$ cat config.mk
export PLATFORM = sky130hd
export DESIGN_NAME = dcache_miss_ctrl
export DESIGN_NICKNAME = d
export VERILOG_FILES = /design/src/rtl/dcache_pkg.sv /design/src/rtl/dcache_fill_counter.sv /design/src/rtl/dcache_miss_ctrl.sv
export SDC_FILE = /design/constraint.sdc
export NUM_CORES = 1
export LEC_CHECK = 0
export CORE_UTILIZATION = 43
export DETAILED_ROUTE_END_ITERATION = 7
export GPL_TIMING_DRIVEN = 0
export PLACE_DENSITY = 0.88
export SLEW_MARGIN = 20
export SYNTH_ARGS = -nofsm -noshare
export SYNTH_HDL_FRONTEND = slang
export SYNTH_HIERARCHICAL = 1
export SYNTH_SLANG_ARGS = --single-unit
$ cat constraint.sdc
create_clock -name clk -period 2.25 [get_ports clk]
set_clock_uncertainty 0.05 [all_clocks]
set_input_delay 0.225 -clock clk [delete_from_list [all_inputs] [get_ports clk]]
set_output_delay 0.225 -clock clk [all_outputs]
set_load 0.02 [all_outputs]
$ cat src/rtl/dcache_pkg.sv
// Shared definitions for the D-cache miss path: fill FSM encoding and block geometry.
// Pure declarations; no timing or flow control of its own.
package dcache_pkg;

   typedef enum logic {
      IDLE = 1'b0,
      FILL = 1'b1
   } fill_state_e;

   localparam int ADDR_W            = 16;
   localparam int WORDS_PER_BLOCK   = 8;
   localparam int BLOCK_OFFSET_BITS = 4;
   localparam int WORD_IDX_BITS     = 3;

   function automatic logic [ADDR_W-1:0] block_base(input logic [ADDR_W-1:0] addr);
      return {addr[ADDR_W-1:BLOCK_OFFSET_BITS], {BLOCK_OFFSET_BITS{1'b0}}};
   endfunction

endpackage

$ cat src/rtl/dcache_fill_counter.sv
// Up-counter with synchronous clear (priority) and enable, holding at SAT once reached.
// Count is registered: updates one cycle after en_i; no backpressure.
module dcache_fill_counter #(
   parameter int W   = 4,
   parameter int SAT = 8
) (
   input  logic         clk,
   input  logic         rst_n,
   input  logic         clr_i,
   input  logic         en_i,
   output logic [W-1:0] cnt_o
);

   localparam logic [W-1:0] SAT_V = W'(SAT);

   logic [W-1:0] cnt_q;

   always_ff @(posedge clk or negedge rst_n) begin
      if (!rst_n) begin
         cnt_q <= '0;
      end else if (clr_i) begin
         cnt_q <= '0;
      end else if (en_i && (cnt_q != SAT_V)) begin
         cnt_q <= cnt_q + 1'b1;
      end
   end

   assign cnt_o = cnt_q;

endmodule

$ cat src/rtl/dcache_miss_ctrl.sv
// D-cache miss handler: fetches one 8-word block per miss and fills the data/tag arrays.
// Issues start the cycle after the miss; fsm_busy stalls upstream combinationally until the tag write.
module dcache_miss_ctrl
   import dcache_pkg::*;
(
   input  logic        clk,
   input  logic        rst_n,
   input  logic        miss_detected,
   input  logic [15:0] miss_address,
   input  logic        mem_data_valid,
   output logic        fsm_busy,
   output logic        mem_read_en,
   output logic [15:0] memory_address,
   output logic [2:0]  fill_word_sel,
   output logic        write_data_array,
   output logic        write_tag_array,
   output logic [15:0] fill_block_addr
);

   fill_state_e              state_q;
   logic [ADDR_W-1:0]        fill_block_addr_q;
   logic [WORD_IDX_BITS:0]   issue_cnt;
   logic [WORD_IDX_BITS-1:0] ret_cnt;
   logic [WORD_IDX_BITS-1:0] issue_idx;
   logic                     in_fill;
   logic                     issue_open;
   logic                     ret_vld;
   logic                     fill_done;
   logic                     cnt_clr;

   assign in_fill    = (state_q == FILL);
   assign issue_open = in_fill && (issue_cnt != (WORD_IDX_BITS+1)'(WORDS_PER_BLOCK));
   assign ret_vld    = in_fill && mem_data_valid;
   assign fill_done  = ret_vld && (ret_cnt == WORD_IDX_BITS'(WORDS_PER_BLOCK - 1));
   // Counters sit at zero whenever idle, so a new fill always starts from word 0.
   assign cnt_clr    = !in_fill || fill_done;

   dcache_fill_counter #(
      .W   (WORD_IDX_BITS + 1),
      .SAT (WORDS_PER_BLOCK)
   ) u_issue_cnt (
      .clk   (clk),
      .rst_n (rst_n),
      .clr_i (cnt_clr),
      .en_i  (issue_open),
      .cnt_o (issue_cnt)
   );

   dcache_fill_counter #(
      .W   (WORD_IDX_BITS),
      .SAT (WORDS_PER_BLOCK - 1)
   ) u_ret_cnt (
      .clk   (clk),
      .rst_n (rst_n),
      .clr_i (cnt_clr),
      .en_i  (ret_vld),
      .cnt_o (ret_cnt)
   );

   always_ff @(posedge clk or negedge rst_n) begin
      if (!rst_n) begin
         state_q           <= IDLE;
         fill_block_addr_q <= '0;
      end else begin
         case (state_q)
            IDLE: begin
               if (miss_detected) begin
                  state_q           <= FILL;
                  fill_block_addr_q <= block_base(miss_address);
               end
            end
            FILL: begin
               if (fill_done) begin
                  state_q <= IDLE;
               end
            end
            default: state_q <= IDLE;
         endcase
      end
   end

   // Once all reads are out the address parks on the last word rather than running past the block.
   assign issue_idx = issue_open ? issue_cnt[WORD_IDX_BITS-1:0] : WORD_IDX_BITS'(WORDS_PER_BLOCK - 1);

   assign fsm_busy         = in_fill || miss_detected;
   assign mem_read_en      = issue_open;
   assign memory_address   = in_fill ? (fill_block_addr_q + {{(ADDR_W-WORD_IDX_BITS-1){1'b0}}, issue_idx, 1'b0})
                                     : '0;
   assign fill_word_sel    = ret_cnt;
   assign write_data_array = ret_vld;
   assign write_tag_array  = fill_done;
   assign fill_block_addr  = fill_block_addr_q;

   a_no_early_return: assert property (@(posedge clk) disable iff (!rst_n)
      !(in_fill && mem_data_valid && (issue_cnt == '0)));

endmodule

[Word-level counts from Yosys, hierarchy flattened]
Cells that the tools add are included.
Storage, ports and cells
  logic and storage cells: 31
  flip-flop bits (word level): 20
  output and inout port bits: 39
Cells by class
  add/subtract/negate cells: 3
  mux-type cells: 9
  reductions and logical operators: 11
  eq/ne operators: 3
  bitwise gates (word level): 1
Operators with widths (number)
  $add A16 B4 Y16: 1
  $mux W16: 1
  $mux W3: 3
  $mux W4: 2
  $logic_and A1 B1 Y1: 5
  $add A4 B1 Y4 const B: 1
  $ne A4 B4 Y1 const B: 1
  $reduce_bool A2 Y1: 2
  $add A3 B1 Y3 const B: 1
  $eq A3 B3 Y1 const B: 1
  $ne A3 B3 Y1 const B: 1
  $logic_or A1 B1 Y1: 2
  $mux W1: 2
  $pmux W1 S2: 1
  $reduce_and A2 Y1: 1
  $logic_not A1 Y1: 1
  $not A1 Y1: 1

[Depth between registers and ports, before layout]
Gate-level depths: netlist of the first run.
  word-level depth: 5
  depth in mapped cells: 6
  gate-level depth less buffers: 5

[Hierarchy]
The synthesis of the first run kept the hierarchy.
Modules (own cells, without submodules)
  dcache_miss_ctrl: cells each 62, times used 1, area an instance 755.7 um^2, sequential area each 325.3 um^2
  dcache_fill_counter at u_issue_cnt: cells each 23, times used 1, area an instance 229.0 um^2, sequential area each 100.1 um^2
  dcache_fill_counter at u_ret_cnt: cells each 15, times used 1, area an instance 183.9 um^2, sequential area each 75.1 um^2

[Least setup slack after synthesis of the first run]
No wires, ideal clock.
  path type: register -> register
  start: register state_q (netlist: in_fill)
  end: register u_issue_cnt.cnt_q[0] (netlist: u_issue_cnt/cnt_o[0])
  clock period less this slack: 1.685 ns
  buffers on the path: 2
  setup time: 0.125 ns
  slack: 0.565 ns
  stages on the path, launching flop included: 6
  arrival time: 1.510 ns
  cell sequence: dfrtp_1 -> buf_4 -> buf_2 -> o41a_1 -> o21a_1 -> mux2_4
Between the ends
  elaborated cells on any way between the ends: 8
  classes of those cells: 1 x mux; 7 x reduce/logical
RTL lines
  start, declared: RTL line dcache_miss_ctrl.sv:20  | fill_state_e state_q;
  start signal, assigned: RTL line dcache_miss_ctrl.sv:62  | state_q <= IDLE;
  start signal, assigned: RTL line dcache_miss_ctrl.sv:68  | state_q <= FILL;
  start signal, assigned: RTL line dcache_miss_ctrl.sv:74  | state_q <= IDLE;
  $logic_and A1 B1 Y1: RTL line dcache_miss_ctrl.sv:32  | assign issue_open = in_fill && (issue_cnt != (WORD_IDX_BITS+1)'(WORDS_PER_BLOCK));
  via mem_read_en: RTL line dcache_miss_ctrl.sv:12  | output logic mem_read_en,
  $logic_and A1 B1 Y1: RTL line dcache_fill_counter.sv:23  | end else if (en_i && (cnt_q != SAT_V)) begin
  $reduce_bool A2 Y1 (no source line)
  end signal, assigned: RTL line dcache_fill_counter.sv:24  | cnt_q <= cnt_q + 1'b1;
  end, declared: RTL line dcache_fill_counter.sv:16  | logic [W-1:0] cnt_q;
The timed path passes the listed nets, and every way through them passes these cells.
A chain may end at the register's enable or synchronous reset.

[Worst setup path after layout of the first run]
  start: register state_q (netlist: in_fill)
  end: output port write_tag_array
Between the ends
  longest elaborated chain between the ends: 2
Ends and longest elaborated chain
  $logic_and A1 B1 Y1: RTL line dcache_miss_ctrl.sv:33  | assign ret_vld = in_fill && mem_data_valid;
  $logic_and A1 B1 Y1: RTL line dcache_miss_ctrl.sv:34  | assign fill_done = ret_vld && (ret_cnt == WORD_IDX_BITS'(WORDS_PER_BLOCK - 1));
  end, declared: RTL line dcache_miss_ctrl.sv:16  | output logic write_tag_array,
Every way passes these cells.

==> key figures, run 1 <==
Outcome
  – Status: finished clean

Yosys
  – Synth Area in XOR/XNOR: 0.749%
  – Post-synth EDFFs: 0
  – Simple-Gate Fraction of Synth Area: 21.5%
  – Compound-Gate Fraction of Synth Area: ~5.6%
  – Top cells by area, synth: dfrtp_1 43%, mux2_4 15%, and2_1 6.4%
  – Yosys top cell by area: dfrtp_1
  – Synthesized area: 1170 um2
  – Synth Instances: 100
  – Unique cell type count in the Yosys netlist: 28
  – Syn_area_per_cell: 11.7 um2
  – Async SR Flop Fraction: 100%
  – Post-synthesis sequential area ratio: 42.8%
  – Post-synth top area share: 42.8%
  – Synth warn: 6
  – Yosys reg bits: 20
  – Largest family of logic cells by synthesized area: simple AND/OR/NAND/NOR gates
  – Post-synthesis adder-cell area fraction: 4.28%
  – Mux contribution to synthesized area: 18.2%
  – Top FF cell, synth: dfrtp_1

Clocking
  – Num CTS Buffers: 3
  – CTS tree: built
  – Clock buffer depth: 2
  – H-Tree Depth: 1
  – Post CTS Setup Buffer Count: 0
  – Clk_lat worst skew: 0.29 ns
  – Clk slew on worst S/H paths: 0.11 ns
  – Root Buffer Master: clkbuf_4
  – CTS Sinks: 20

Detailed routing
  – Routed WL per cell: 12.9 um
  – Drt initial violations: 17
  – TritonRoute pass-1 iters: 4
  – Total wire length: ~2400 um
  – DR DRC count: 0
  – Vias/cell: 4.86
  – Vias: 909
  – Number of routed nets with antenna violations: 0

Finish
  – Fillers: 192
  – Layout cell share with drive strength beyond 1: 18.5%
  – Area Overhead vs Synth: 49.5%
  – Final core occ: 69.2%
  – Antenna Cells: 0
  – Commonest non-fill, non-tap cell in the layout: clkdlybuf4s50_1
  – Final-stage net count: approximately 180
  – Most frequent cells in the layout: 48 x clkdlybuf4s50_1, 20 x dfrtp_1, 12 x and2_1, 12 x mux2_4, 6 x buf_4

Setup path
  – Kind of start point of the critical path: flip-flop
  – Crit path max-delay family: buffers and inverters
  – Worst Path Buf+Inv: 2
  – CP endpoint kind: primary output
  – Slowest cell on the critical path: clkdlybuf4s50_1
  – CP peak stage delay: about 0.60 ns
  – CP arrival: 1.85 ns
  – Critical-path cell list: buf_4 -> and2_4 -> and4_1 -> clkdlybuf4s50_1
  – Worst-path fanout max: 10
  – Critical path type: flip-flop to primary output
  – Worst endpoint required time: 1.98 ns

GRT
  – First-pass GRT wire length: ~3500 um
  – Met2 Usage GRT: 29.1%
  – Vias in the first global route: ~780
  – GRT Overall Usage: between 15 and 20%
  – Pin count of the biggest net entering global routing: 21
  – Grt ovf: 0
  – Layer with the highest usage: met2
  – Grt met1 use: between 20% and 30%
  – M3 GR Usage: 3.67%
  – Initial antenna violation count: 0

Placement
  – Port bufs: 49
  – Routability cong.: 0.727
  – Final HPWL DP: between 1500 and 2000 um

Power
  – VDD IR max: 0.925 mV
  – LEAKAGE: 0.775 nW
  – Power Dens Cells: around 1500 nW/um2

Worst hold path
  – HP Class: primary input to asynchronous set/reset pin

Floorplan
  – Io pins: 59
  – Standard-cell rows: 18
  – Die extent in y: 54.1 um
  – Die Wd: 54.1 um
  – Die Footprint: 2930 um2
  – Starting Density: 46.3%
  – Core footprint: 2520 um2

STA
  – # setup viols final: 0
  – Hold Violations, Final: 0
  – Worst slew pin tran: 0.872 ns
  – Relative slew slack: around two fifths
  – Setup TNS: 0 ns
  – Final min period: 2.12 ns
  – Fin. max-slew vios: 0
  – Unrepaired setup endpoints after global routing: no
  – Final period util: a little over nine tenths
  – Highest Clock Rate: between 400 and 500 MHz

Job
  – Max_cap viols: 0
-- cell type report --
type                    count  area [um2]  share of cell area (%)
flip-flops and latches     20         500                    28.7
multi-input cells          72         607                    34.7
plain buffers               8        61.3                    3.51
repair buffers             49         489                    28.0
clock buffers               4        36.3                    2.08
inverters                   4        15.0                   0.860
well taps                  30        37.5                    2.15
-- routing by layer --
metal | up-vias | part of all wire, %
li1 | 448 | -
met1 | 419 | 44
met2 | 42 | 47
met3 | 0 | 8.6
met4 | 0 | 0
met5 | - | 0
-- what timing repair did --
item                       CTS  global route
hold buffers                 0             0
hold endpoints to repair     0             0
setup endpoints to repair    1             0
resized for setup            1             0
-- power breakdown --
| group | switching, mW | leakage [nW] | internal (mW) |
|---|---|---|---|
| logic | 0.746 | 0.513 | 0.918 |
| registers | 0.189 | 0.241 | 0.532 |
| clock network | 0.104 | 0.0210 | 0.0986 |
-- final timing paths --
path / depth (start not counted) / slack [ns] / start / to
max in group asynchronous: 1 / 1.25 / rst_n / fill_block_addr[9]
max reg2reg: 6 / 0.52 / in_fill / u_issue_cnt/cnt_o[2]
min in group clk: 1 / 0.49 / fill_block_addr[11] / fill_block_addr[11]
min reg2reg: 1 / 0.49 / fill_block_addr[11] / fill_block_addr[11]
max: 4 / 0.13 / in_fill / write_tag_array
min: 1 / 0.37 / rst_n / fill_block_addr[10]
-- cells by family (layout without fill, tap and decap cells) --
kind of cell / count (synthesis) / count (layout)
AND/OR/NAND/NOR: 38 / 38
flip-flops: 20 / 20
other: 1 / 5
XOR/XNOR: 1 / 1
adder cells (fa/ha/maj): 4 / 4
AO/OA/AOI/OAI: 9 / 9
multiplexers: 15 / 15
buffers and inverters: 12 / 65
-- sequential cells by signal, indices dropped and copies added, names as in the netlist --
register,count
fill_block_addr,12
u_issue_cnt/cnt_o,4
u_ret_cnt/cnt_o,3
in_fill,1
-- cells in the mapped netlist (3+ instances only) --
library cell / count
dfrtp_1: 20
and2_1: 12
mux2_4: 12
buf_4: 6
nor2_1: 5
ha_1: 4
inv_1: 4
nand2_1: 4
nand2b_1: 4
o21a_1: 4
nor3b_1: 3
-- stage by stage --
step / hold slack, ns / power [mW] / setup slack (ns) / area, um2 / instances
finish: 0.366 / 2.59 / 0.126 / 1750 / 187
global route: 0.426 / 2.75 / 0.0210 / 1750 / 187
CTS: 0.390 / 2.60 / 0.113 / 1750 / 187
detailed placement: 0.464 / 2.40 / 0.289 / 1710 / 183
global placement: 0.457 / 2.34 / 0.297 / 1710 / 183
floorplan: -0.121 / 1.67 / 0.565 / 1180 / 104
No activity file was read; power rests on OpenSTA's default activity.
==> inputs of run 2 (changes only) <==
--- a/config.mk
+++ b/config.mk
@@ -9,6 +9,7 @@
 export DETAILED_ROUTE_END_ITERATION = 7
 export GPL_TIMING_DRIVEN = 0
 export PLACE_DENSITY = 0.88
+export SKIP_CTS_REPAIR_TIMING = 1
 export SLEW_MARGIN = 20
 export SYNTH_ARGS = -nofsm -noshare
 export SYNTH_HDL_FRONTEND = slang
==> key figures, run 2 (synthesized netlist as in run 1, its figures left out) <==
Setup path
  – R2R Path End: u_issue_cnt/cnt_o[2] (unchanged)
  – Crit path max-delay family: buffers and inverters (unchanged)
  – CP endpoint kind: primary output (unchanged)
  – CP arrival: 1.85 ns (about the same)
  – Kind of start point of the critical path: flip-flop (unchanged)
  – Critical path type: flip-flop to primary output (unchanged)
  – Slowest cell on the critical path: clkdlybuf4s50_1 (unchanged)
  – Register-to-Register Path Depth: 6 (unchanged)
  – CP peak stage delay: 0.60 ns (about the same)
  – Worst-path fanout max: 10 (unchanged)
  – Worst path depth: 4 (unchanged)
  – Critical-path cell list: buf_4 -> and2_4 -> and4_1 -> clkdlybuf4s50_1 (unchanged)
  – R2R setup slack: 0.52 ns (about the same)
  – Worst endpoint required time: 1.98 ns (about the same)
  – Worst Path Buf+Inv: 2 (unchanged)
  – R2r startpoint: in_fill (unchanged)

Power
  – Power Dens Cells: 1480 nW/um2 (about the same)
  – VDD IR max: 0.925 mV (about the same)
  – Switching share of power: 40.1% (was 40.2%)
  – Sw power: 1.04 mW (about the same)
  – Combinational power share: 64.4% (was 64.3%)
  – Final Power: 2.59 mW (about the same)
  – Clock power share: 7.8% (about the same)
  – Cell-internal power: 1.55 mW (about the same)
  – LEAKAGE: 0.778 nW (was 0.775 nW)
  – Flop pwr share: 27.8% (about the same)

Finish
  – Fillers: 190 (was 192)
  – Most frequent cells in the layout: 48 x clkdlybuf4s50_1, 20 x dfrtp_1, 12 x and2_1, 12 x mux2_4, 6 x buf_4 (unchanged)
  – Register area: 500 um2 (unchanged)
  – Design area: 1750 um2 (about the same)
  – Area Overhead vs Synth: 49.8% (was 49.5%)
  – Fin cells: 187 (unchanged)
  – Commonest non-fill, non-tap cell in the layout: clkdlybuf4s50_1 (unchanged)
  – Max reg flops: 12 (unchanged)
  – Antenna Cells: 0 (unchanged)
  – Multi-input logic area: 607 um2 (unchanged)
  – Final-stage net count: 182 (unchanged)
  – Layout cell share with drive strength beyond 1: 18.5% (unchanged)

Clocking
  – CTS Sinks: 20 (unchanged)
  – Clock buffer depth: 2 (unchanged)
  – H-Tree Depth: 1 (unchanged)
  – Clk_lat worst skew: 0.29 ns (about the same)
  – Clk slew on worst S/H paths: 0.11 ns (about the same)
  – CTS tree: built (unchanged)
  – Root Buffer Master: clkbuf_4 (unchanged)
  – Num CTS Buffers: 3 (unchanged)

STA
  – Final worst setup slack: 0.126 ns (unchanged)
  – Highest Clock Rate: 471 MHz (unchanged)
  – Unrepaired setup endpoints after global routing: no (unchanged)
  – # setup viols final: 0 (unchanged)
  – Hold Violations, Final: 0 (unchanged)
  – Final min period: 2.12 ns (unchanged)
  – Relative slew slack: 41.7% (unchanged)
  – Final period util: 94.4% (unchanged)
  – Worst slew pin tran: 0.872 ns (unchanged)
  – Fin. max-slew vios: 0 (unchanged)

Placement
  – Place WS: 0.289 ns (unchanged)
  – Port bufs: 49 (unchanged)
  – Final HPWL DP: 1810 um (unchanged)
  – Area after DPL: 1710 um2 (unchanged)
  – Routability cong.: 0.727 (unchanged)
  – DP Cell Count: 183 (unchanged)

Detailed routing
  – Top Layer Used: met3 (unchanged)
  – Drt initial violations: 17 (unchanged)
  – TritonRoute pass-1 iters: 4 (unchanged)
  – Vias/cell: 4.86 (unchanged)
  – Number of routed nets with antenna violations: 0 (unchanged)
  – Met2 WL: 1150 um (was 1140 um)
  – Routed WL per cell: 12.9 um (about the same)
  – WL met3: 207 um (unchanged)
  – DR DRC count: 0 (unchanged)
  – Vias: 909 (unchanged)
  – Total wire length: 2420 um (about the same)
  – Wl on met1: 1060 um (about the same)

Floorplan
  – Standard-cell rows: 18 (unchanged)
  – Io pins: 59 (unchanged)
  – Die Footprint: 2930 um2 (unchanged)
  – Core footprint: 2520 um2 (unchanged)
  – Die Wd: 54.1 um (unchanged)
  – Starting Density: 46.3% (unchanged)
  – Die extent in y: 54.1 um (unchanged)

GRT
  – First-pass GRT wire length: 3510 um (unchanged)
  – Initial antenna violation count: 0 (unchanged)
  – Pin count of the biggest net entering global routing: 21 (unchanged)
  – GRT Overall Usage: 16.6% (unchanged)
  – Vias in the first global route: 775 (unchanged)
  – Grt ovf: 0 (unchanged)

Outcome
  – Status: finished clean (unchanged)

Worst hold path
  – HP Class: primary input to asynchronous set/reset pin (unchanged)

Job
  – Max_cap viols: 0 (unchanged)
-- run 2: how the worst max path moves through the flow --
stage | slack [ns] | end | start
floorplan | 0.56 | u_issue_cnt/cnt_o[0] | in_fill
global placement | 0.30 | write_tag_array | mem_data_valid
detailed placement | 0.29 | write_tag_array | mem_data_valid
CTS | -0.003 | mem_read_en | in_fill
global route | 0.02 | write_tag_array | in_fill
finish | 0.13 | write_tag_array | in_fill
-- run 2: cell type report --
class	count	area share, %
Clock buffer	4	2.07
Sequential cell	20	28.6
Multi-Input combinational cell	72	34.7
Inverter	4	0.858
Buffer	8	3.50
Timing Repair Buffer	49	28.2
Tap cell	30	2.14
-- run 2: power groups by stage --
stage	logic [mW]	clock network, mW	registers [mW]
2_1_floorplan	0.820	0	0.851
3_3_place_gp	1.64	0	0.707
4_1_cts	1.68	0.208	0.720
3_5_place_dp	1.67	0	0.725
6_report	1.67	0.203	0.720
5_1_grt	1.78	0.225	0.749
-- run 2: routing by layer --
| metal | track usage (%) | vias up |
|---|---|---|
| met5 | 0 | - |
| met4 | 2.56 | 0 |
| met3 | 3.67 | 0 |
| met2 | 29.1 | 42 |
| met1 | 21.0 | 419 |
| li1 | - | 448 |
-- run 2: through the flow --
stage | utilization [%] | hold slack, ns | TNS [ns]
2_1_floorplan | - | -0.121 | 0
3_3_place_gp | 67.9 | 0.457 | 0
3_5_place_dp | 67.9 | 0.464 | 0
4_1_cts | 69.3 | 0.390 | -0.00301
5_1_grt | 69.4 | 0.426 | 0
6_report | 69.4 | 0.366 | 0
==> inputs of run 3 (changes only) <==
--- a/config.mk
+++ b/config.mk
@@ -5,10 +5,10 @@
 export SDC_FILE = /design/constraint.sdc
 export NUM_CORES = 1
 export LEC_CHECK = 0
-export CORE_UTILIZATION = 43
+export CORE_UTILIZATION = 39
 export DETAILED_ROUTE_END_ITERATION = 7
 export GPL_TIMING_DRIVEN = 0
-export PLACE_DENSITY = 0.88
+export PLACE_DENSITY = 0.82
 export SKIP_CTS_REPAIR_TIMING = 1
 export SLEW_MARGIN = 20
 export SYNTH_ARGS = -nofsm -noshare
==> constraint.sdc (replaced) <==
create_clock -name clk -period 2.1 [get_ports clk]
set_clock_uncertainty 0.05 [all_clocks]
set_input_delay 0.21 -clock clk [delete_from_list [all_inputs] [get_ports clk]]
set_output_delay 0.21 -clock clk [all_outputs]
set_load 0.02 [all_outputs]
==> key figures, run 3 (synthesized netlist as in run 1, its figures left out) <==
Outcome
  – Status: finished, violations left (was finished clean)
  – Failing checks: DRC

Placement
  – DP Cell Count: 184 (was 183)
  – Area after DPL: 1710 um2 (about the same)
  – Port bufs: 49 (unchanged)
  – Routability cong.: 0.766 (was 0.727)
  – Place WS: 0.117 ns (was 0.289 ns)
  – Final HPWL DP: 2150 um (was 1810 um)

STA
  – Hold Violations, Final: 0 (unchanged)
  – # setup viols final: 0 (unchanged)
  – Highest Clock Rate: 518 MHz
  – Final period util: between 90 and 100%
  – Relative slew slack: 40.9% (was 41.7%)
  – Worst slew pin tran: 0.884 ns (was 0.872 ns)
  – Final min period: 1.93 ns
  – Final worst setup slack: 0.170 ns (was 0.126 ns)
  – Fin Hold WS: 0.351 ns (was 0.366 ns)
  – Unrepaired setup endpoints after global routing: no (unchanged)
  – Fin. max-slew vios: 0 (unchanged)
  – Setup TNS: 0 ns (unchanged)

Detailed routing
  – Wl on met1: 1050 um (was 1060 um)
  – Number of routed nets with antenna violations: 0 (unchanged)
  – Vias/cell: 4.98 (was 4.86)
  – Top Layer Used: met4 (was met3)
  – Vias: 931 (was 909)
  – Met2 WL: 1510 um (was 1150 um)
  – TritonRoute pass-1 iters: 6 (was 4)
  – Routed WL per cell: 14.8 um (was 12.9 um)
  – Drt initial violations: 18 (was 17)
  – Total wire length: 2770 um (was 2420 um)
  – WL met3: 145 um (was 207 um)
  – DR DRC count: 8 (was 0)

GRT
  – First-pass GRT wire length: 4640 um (was 3510 um)
  – Initial antenna violation count: 0 (unchanged)
  – Pin count of the biggest net entering global routing: 21 (unchanged)
  – GRT Overall Usage: 19.1% (was 16.6%)
  – Grt ovf: 0 (unchanged)
  – Vias in the first global route: 952 (was 775)

Setup path
  – CP arrival: 1.67 ns (was 1.85 ns)
  – Register-to-Register Path Depth: 6 (unchanged)
  – CP endpoint kind: primary output (unchanged)
  – R2r startpoint: in_fill (unchanged)
  – Kind of start point of the critical path: flip-flop (unchanged)
  – R2R Path End: u_issue_cnt/cnt_o[2] (unchanged)
  – Worst endpoint required time: 1.84 ns (was 1.98 ns)
  – Worst-path fanout max: 10 (unchanged)
  – Critical path type: flip-flop to primary output (unchanged)
  – R2R setup slack: 0.41 ns (was 0.52 ns)

Clocking
  – Num CTS Buffers: 3 (unchanged)
  – Clk slew on worst S/H paths: 0.11 ns (about the same)
  – Clock buffer depth: 2 (unchanged)
  – CTS Sinks: 20 (unchanged)
  – H-Tree Depth: 1 (unchanged)
  – Root Buffer Master: clkbuf_4 (unchanged)
  – CTS tree: built (unchanged)
  – Clk_lat worst skew: 0.30 ns (was 0.29 ns)

Power
  – Final Power: 2.73 mW (was 2.59 mW)
  – Clock power share: 6.6% (was 7.8%)
  – Power Dens Cells: 1550 nW/um2 (was 1480 nW/um2)
  – VDD IR max: 0.586 mV (was 0.925 mV)
  – Switching share of power: 41.4% (was 40.1%)
  – Combinational power share: 64.7% (was 64.4%)
  – Cell-internal power: 1.60 mW (was 1.55 mW)
  – LEAKAGE: 0.877 nW (was 0.778 nW)
  – Sw power: 1.13 mW (was 1.04 mW)
  – Flop pwr share: 28.7% (was 27.8%)

Job
  – Max_cap viols: 0 (unchanged)

Finish
  – Most frequent cells in the layout: 39 x clkdlybuf4s50_1, 20 x dfrtp_1, 12 x and2_1, 12 x mux2_4, 10 x dlymetal6s2s_1 (was 48 x clkdlybuf4s50_1, 20 x dfrtp_1, 12 x and2_1, 12 x mux2_4, 6 x buf_4)
  – Antenna Cells: 0 (unchanged)
  – Final core occ: 62.8% (was 69.4%)
  – Design area: 1760 um2 (was 1750 um2)
  – Final-stage net count: 182 (unchanged)
  – Fin cells: 187 (unchanged)
  – Commonest non-fill, non-tap cell in the layout: clkdlybuf4s50_1 (unchanged)
  – Area Overhead vs Synth: 50.6% (was 49.8%)
  – Layout cell share with drive strength beyond 1: 17.9% (was 18.5%)
  – Max reg flops: 12 (unchanged)

Floorplan
  – Die Wd: 56.7 um (was 54.1 um)
  – Starting Density: 41.7% (was 46.3%)
  – Core footprint: 2810 um2 (was 2520 um2)
  – Standard-cell rows: 19 (was 18)
  – Die extent in y: 56.7 um (was 54.1 um)
  – Die Footprint: 3220 um2 (was 2930 um2)
  – Io pins: 59 (unchanged)

Worst hold path
  – HP Class: primary input to asynchronous set/reset pin (unchanged)
-- run 3: layout make-up --
| cell class | count | area, um2 |
|---|---|---|
| inverter | 4 | 15.0 |
| multi-input combinational | 72 | 607 |
| clock buffer | 3 | 22.5 |
| sequential | 20 | 500 |
| fill | 234 | 1040 |
| tap | 31 | 38.8 |
| buffer | 8 | 61.3 |
| timing repair buffer | 49 | 515 |
-- run 3: worst max path at each step --
stage / startpoint / endpoint / slack (ns)
2_1_floorplan: in_fill / u_issue_cnt/cnt_o[0] / 0.41
3_3_place_gp: mem_data_valid / write_tag_array / 0.17
3_5_place_dp: mem_data_valid / write_tag_array / 0.12
4_1_cts: in_fill / mem_read_en / -0.12
5_1_grt: in_fill / fsm_busy / 0.08
6_report: in_fill / write_data_array / 0.17
-- run 3: power groups by stage --
stage	sequential, mW	combinational, mW	clock (mW)
2_1_floorplan	0.912	0.879	0
3_3_place_gp	0.765	1.76	0
3_5_place_dp	0.794	1.81	0
4_1_cts	0.786	1.81	0.187
5_1_grt	0.821	1.89	0.208
6_report	0.786	1.77	0.179
-- run 3: routing by layer --
layer | up-vias | track usage, %
li1 | 443 | -
met1 | 452 | 21.9
met2 | 30 | 34.7
met3 | 6 | 2.07
met4 | 0 | 9.76
met5 | - | 0
-- run 3: critical path: stages, from the launching register on --
cell and delay, ns:
dfrtp_1 0.40, buf_4 0.17, and2_4 0.18, clkdlybuf4s50_1 0.62
